File: src/rtl/ssd_scan_driver.sv
// Seven-segment scan driver: sequential double-dabble BCD conversion into a tear-free snapshot,
// multiplexed over NUM_DIGITS active-low anodes. Define SSD_LZ_BLANK_EN for leading-zero blanking.
module ssd_scan_driver #(
  parameter int NUM_DIGITS  = 4,
  parameter int VALUE_W     = 16,
  parameter int REFRESH_DIV = 100000
) (
  input  logic                  clk,
  input  logic                  reset,
  input  logic [VALUE_W-1:0]    value,
  output logic [6:0]            ssdOut,
  output logic [NUM_DIGITS-1:0] anode,
  output logic                  conv_busy,
  output logic                  overflow
);

  localparam int BCD_W = 4 * NUM_DIGITS;
  localparam int IDX_W = (NUM_DIGITS > 1) ? $clog2(NUM_DIGITS) : 1;
  localparam int CNT_W = $clog2(VALUE_W + 1);
  localparam int REF_W = $clog2(REFRESH_DIV);

  localparam logic [6:0] SEG_DASH  = 7'b1111110;
  localparam logic [6:0] SEG_BLANK = 7'b1111111;

  typedef enum logic [1:0] {IDLE, SHIFT, DONE} state_t;

  state_t             state, state_next;
  logic [VALUE_W-1:0] shreg;
  logic [BCD_W-1:0]   bcd, bcd_adj;
  logic               ovf_acc;
  logic [CNT_W-1:0]   bit_cnt;
  logic [BCD_W-1:0]   snap;
  logic               ovf_snap;
  logic [REF_W-1:0]   ref_cnt;
  logic [IDX_W-1:0]   idx;
  logic [3:0]         cur_digit;
  logic [6:0]         seg_next;

  function automatic logic [6:0] seg_decode(input logic [3:0] d);
    case (d)
      4'd0:    seg_decode = 7'b0000001;
      4'd1:    seg_decode = 7'b1001111;
      4'd2:    seg_decode = 7'b0010010;
      4'd3:    seg_decode = 7'b0000110;
      4'd4:    seg_decode = 7'b1001100;
      4'd5:    seg_decode = 7'b0100100;
      4'd6:    seg_decode = 7'b0100000;
      4'd7:    seg_decode = 7'b0001111;
      4'd8:    seg_decode = 7'b0000000;
      4'd9:    seg_decode = 7'b0000100;
      default: seg_decode = SEG_BLANK;
    endcase
  endfunction

  // NOTE: sequential state uses non-blocking assignments so every register samples pre-edge values.
  always_ff @(posedge clk) begin
    if (reset) state <= IDLE;
    else       state <= state_next;
  end

  // NOTE: every output of a combinational block gets a default first, so no path can infer a latch.
  always_comb begin
    state_next = state;
    conv_busy  = 1'b0;
    case (state)
      IDLE:  state_next = SHIFT;
      SHIFT: begin
        conv_busy = 1'b1;
        if (bit_cnt == CNT_W'(1)) state_next = DONE;
      end
      DONE:    state_next = IDLE;
      default: state_next = IDLE;
    endcase
  end

  // Double-dabble correction: nibbles of 5 or more become >= 8 so the shift carries into the next digit.
  always_comb begin
    bcd_adj = bcd;
    for (int i = 0; i < NUM_DIGITS; i++) begin
      if (bcd[4*i +: 4] >= 4'd5) bcd_adj[4*i +: 4] = bcd[4*i +: 4] + 4'd3;
    end
  end

  always_ff @(posedge clk) begin
    if (reset) begin
      shreg    <= '0;
      bcd      <= '0;
      ovf_acc  <= 1'b0;
      bit_cnt  <= '0;
      snap     <= '0;
      ovf_snap <= 1'b0;
    end else begin
      case (state)
        IDLE: begin
          shreg   <= value;
          bcd     <= '0;
          ovf_acc <= 1'b0;
          bit_cnt <= CNT_W'(VALUE_W);
        end
        SHIFT: begin
          {bcd, shreg} <= {bcd_adj[BCD_W-2:0], shreg, 1'b0};
          ovf_acc      <= ovf_acc | bcd_adj[BCD_W-1];
          bit_cnt      <= bit_cnt - CNT_W'(1);
        end
        DONE: begin
          snap     <= bcd;
          ovf_snap <= ovf_acc;
        end
        default: ;
      endcase
    end
  end

  always_ff @(posedge clk) begin
    if (reset) begin
      ref_cnt <= '0;
      idx     <= '0;
    end else if (ref_cnt == REF_W'(REFRESH_DIV - 1)) begin
      ref_cnt <= '0;
      if (NUM_DIGITS == 1 || idx == IDX_W'(NUM_DIGITS - 1)) idx <= '0;
      else                                                  idx <= idx + IDX_W'(1);
    end else begin
      ref_cnt <= ref_cnt + REF_W'(1);
    end
  end

`ifdef SSD_LZ_BLANK_EN
  logic [NUM_DIGITS-1:0] lead_zero;
  logic                  zero_run;
  logic                  cur_lz;

  // A digit is a leading zero when it and every digit to its left are zero; digit 0 always shows.
  always_comb begin
    lead_zero = '0;
    zero_run  = 1'b1;
    for (int i = NUM_DIGITS - 1; i >= 1; i--) begin
      zero_run     = zero_run & (snap[4*i +: 4] == 4'd0);
      lead_zero[i] = zero_run;
    end
  end
`endif

  always_comb begin
    cur_digit = '0;
`ifdef SSD_LZ_BLANK_EN
    cur_lz    = 1'b0;
`endif
    for (int i = 0; i < NUM_DIGITS; i++) begin
      if (idx == IDX_W'(i)) begin
        cur_digit = snap[4*i +: 4];
`ifdef SSD_LZ_BLANK_EN
        cur_lz    = lead_zero[i];
`endif
      end
    end
  end

  always_comb begin
    if (ovf_snap) seg_next = SEG_DASH;
`ifdef SSD_LZ_BLANK_EN
    else if (cur_lz) seg_next = SEG_BLANK;
`endif
    else seg_next = seg_decode(cur_digit);
  end

  always_ff @(posedge clk) begin
    if (reset) begin
      anode  <= '1;
      ssdOut <= SEG_BLANK;
    end else begin
      anode  <= ~(NUM_DIGITS'(1) << idx);
      ssdOut <= seg_next;
    end
  end

  assign overflow = ovf_snap;

endmodule

File: config.mk
export PLATFORM = sky130hd
export DESIGN_NAME = ssd_scan_driver
export DESIGN_NICKNAME = d
export VERILOG_FILES = /design/src/rtl/ssd_scan_driver.sv
export SDC_FILE = /design/constraint.sdc
export NUM_CORES = 1
export LEC_CHECK = 0
export BUFFER_PORTS_ARGS = -buffer_cell sky130_fd_sc_hd__buf_4
export CORE_ASPECT_RATIO = 1.5
export CORE_MARGIN = 1.5
export CORE_UTILIZATION = 60
export CTS_CLUSTER_SIZE = 12
export DETAILED_ROUTE_END_ITERATION = 12
export MAX_ROUTING_LAYER = met4
export PLACE_DENSITY = 0.8
export SLEW_MARGIN = 20
export SYNTH_ARGS = -nofsm -noshare
export SYNTH_HDL_FRONTEND = slang
export SYNTH_SLANG_ARGS = --single-unit
File: constraint.sdc
create_clock -name clk -period 4.9 [get_ports clk]
set_input_delay 0.245 -clock clk [delete_from_list [all_inputs] [get_ports clk]]
set_output_delay 0.245 -clock clk [all_outputs]
set_load 0.1 [all_outputs]
==> flow_metrics.env <==
export IMPL_p_clk_share_pct=33.3
export IMPL_post_cts_setup_buffers=0
export IMPL_ys_seq_elements=87
export IMPL_numClockSinks=87
export IMPL_antenna_found_initial=0
export IMPL_area_growth_pct=9.08
export IMPL_hpwl_um=4920
export IMPL_worst_pin_slew_ps=1090
export IMPL_yosysUniqueCellTypes=47
export IMPL_drtAntennaViolNets=0
export IMPL_dieArea_um2=7330
export IMPL_cellLeakagePower_nw=1.72
export IMPL_cts_tree="yes"
export IMPL_die_w_um=70.4
export IMPL_die_h_um=104
export IMPL_vdd_drop_max_mv=0.220
export IMPL_crit_required_ps=5150
export IMPL_nets=542
export IMPL_cp_slowest_cell="o311ai_0"
export IMPL_ys_seq_area_share_pct=42.6
export IMPL_cp_common_cell="inv_1"
export IMPL_cp_max_fo=9
export IMPL_drtIter0Drc=89
export IMPL_combPwrFrac_pct=9.6
export IMPL_drt_wirelength_per_cell_um=12.1
export IMPL_hold_viol=0
export IMPL_status="complete, no violations"
export IMPL_drt_total_wl_um=7070
export IMPL_clk_path_buf_depth=2
export IMPL_vias=3218
export IMPL_drc=0
export IMPL_gr_usage_all_layers_pct=21.7
export IMPL_period_share_pct=54.2
export IMPL_grt_pass1_wl_um=12700
export IMPL_max_slew_margin_pct=26.4
export IMPL_yosysTopAreaCell="dfxtp_1"
export IMPL_grt_pass1_vias=3085
export IMPL_skew_ps=3.72
export IMPL_overflow=0
export IMPL_ctsResizeCount=0
export IMPL_syn_area_um2=4090
export IMPL_cts_root_buf="clkbuf_8"
export IMPL_fin_ws_ps=2250
export IMPL_p_switching_w=0.000332
export IMPL_synth_edf_count=0
export IMPL_num_rows=36
export IMPL_max_stage_delay_ps=930
export IMPL_via_per_inst=5.52
export IMPL_grt_max_degree=68
export IMPL_p_int_w=0.000964
export IMPL_worstPathCellList="inv_1 -> ha_1 -> inv_1 -> o311ai_0 -> inv_1 -> ha_1 -> o21ai_0 -> o21a_1 -> o21bai_1"
export IMPL_cap_violations=0
export IMPL_drtPass1Iterations=4
export IMPL_synth_main_ff_cell="dfxtp_1"
export IMPL_layout_min_cycle_time_ps=2650
export IMPL_grt_setup_unrepaired="no"
export IMPL_power_density_nw_per_um2=290
export IMPL_insertion_delay_ps=360
export IMPL_io_buffers=30
export IMPL_min_path_type="in -> reg"
export IMPL_avgSynthCellArea_um2=8.42
export IMPL_start_util_pct=62.6
export IMPL_pin_count=31
export IMPL_final_layout_size_suffix_gt1_share_pct=10.8
export IMPL_synthArstFlopShare_pct=0
export IMPL_place_worst_setup_slack_ps=2270
export IMPL_sw_frac_of_total_pct=25.6
export IMPL_cp_arrival_ps=2910
export IMPL_yosys_top_cells_area="dfxtp_1 43%, nor2_1 7.2%, ha_1 6.4%, a21oi_1 6.4%, nand2_1 5.1%"
export IMPL_core_region_area_um2=6530
export IMPL_synth_cells=486
export IMPL_final_max_slew_viol_count=0
export IMPL_n_antenna_cell=0
export IMPL_numCtsBuffers=9
export IMPL_synth_top_area_share_pct=42.6
export IMPL_timing_hold_ws_ps=117
export IMPL_setup_violations=0
export IMPL_power_frac_seq_pct=57.1
export IMPL_cp_start_kind="flip-flop"
export IMPL_critPathCaptureType="flip-flop"
export IMPL_clk_pin_slew_worst_paths_ps=80
export IMPL_synth_most_common_cell="dfxtp_1"
export IMPL_syn_num_nets=525
export IMPL_worst_setup_path_type="reg -> reg"
export IMPL_synth_commonest_cells="87 x dfxtp_1, 78 x nor2_1, 56 x nand2_1"
export IMPL_max_freq_mhz=377
export IMPL_holdBufCountCts=0
export IMPL_setup_tns_ps=0
export IMPL_cts_max_level=3
export IMPL_ys_warn_count=0
export IMPL_finalWeightedCongestion=0.831
-- critical path: cells and delay by family (launching register included) --
family,cells,cell delay (ps)
buffers and inverters,3,320
AO/OA/AOI/OAI,4,1290
flip-flops,1,350
adder cells (fa/ha/maj),2,590
-- power groups by stage --
stage	Clock [W]	Combinational, W	Sequential [W]
after floorplan	0	0.0000793	0.000776
after global placement	0	0.000124	0.000756
after detailed placement	0	0.000126	0.000757
after CTS	0.000448	0.000126	0.000740
after global routing	0.000470	0.000140	0.000743
final	0.000431	0.000125	0.000740
-- final cells by class --
class | count | area, µm²
multi-input combinational | 353 | 2150
timing repair buffer | 32 | 240
sequential | 87 | 1740
tap | 76 | 95.1
clock buffer | 11 | 141
inverter | 20 | 75.1
clock inverter | 4 | 22.5
fill | 556 | 2070
-- state kept, by name, summed over array words and instances, names as in the netlist --
register / count
bcd: 16
snap: 16
overflow: 1
idx: 2
bit_cnt: 5
shreg: 16
ssdOut: 7
ovf_acc: 1
state: 2
ref_cnt: 17
anode: 4
-- stage by stage --
stage                     cell area (µm²)  total power, W  cells  util, %
final                                4460         0.00130    583     68.3
after global routing                 4460         0.00135    583     68.3
after CTS                            4460         0.00131    583     68.3
after detailed placement             4300        0.000883    568     65.8
after global placement               4300        0.000880    568     65.8
after floorplan                      4090        0.000855    486        -
-- layer usage --
metal  vias up  part of all wire, %  track usage [%]
li1       1663                    -                -
met1      1487                   43             21.9
met2        49                   51             37.7
met3        19                  3.7             5.43
met4         0                  2.7             11.7
met5         -                    0                -
-- cell families after synthesis --
group / after synthesis / synth area share [%]
simple gates: 195 / 22.0
compound gates: 93 / 13.9
flops: 87 / 42.6
buf+inv: 46 / 4.98
xor+xnor: 24 / 5.14
fa+ha+maj: 21 / 6.42
mux: 20 / 4.92
-- cells in the final DEF (no fill, tap or decap), types with 4 or more instances in the layout --
cell type,instances
nor2b_1,6
nand2b_1,11
nor2_1,78
buf_4,32
nand3_1,10
o21ai_0,13
xnor2_1,15
inv_1,19
clkbuf_8,10
nand3b_1,4
xor2_1,9
a22oi_1,5
nor3_1,7
a21o_1,4
nand2_1,56
dfxtp_1,86
a21oi_1,52
ha_1,21
a32oi_1,4
nor3b_1,7
a211oi_1,5
mux2i_1,19
-- worst paths after layout --
| check | start | to | slack [ps] | depth (start not counted) |
|---|---|---|---|---|
| max | idx[0]$_SDFFE_PP0N_ | ssdOut[0]$_SDFF_PP1_ | 2250 | 9 |
| min | value[0] | shreg[0]$_SDFFE_PP0P_ | 120 | 3 |
| max reg2reg | idx[0]$_SDFFE_PP0N_ | ssdOut[0]$_SDFF_PP1_ | 2250 | 9 |
| min reg2reg | snap[13]$_SDFFE_PP0N_ | snap[13]$_SDFFE_PP0N_ | 460 | 2 |
No activity file was read; power rests on OpenSTA's default activity.
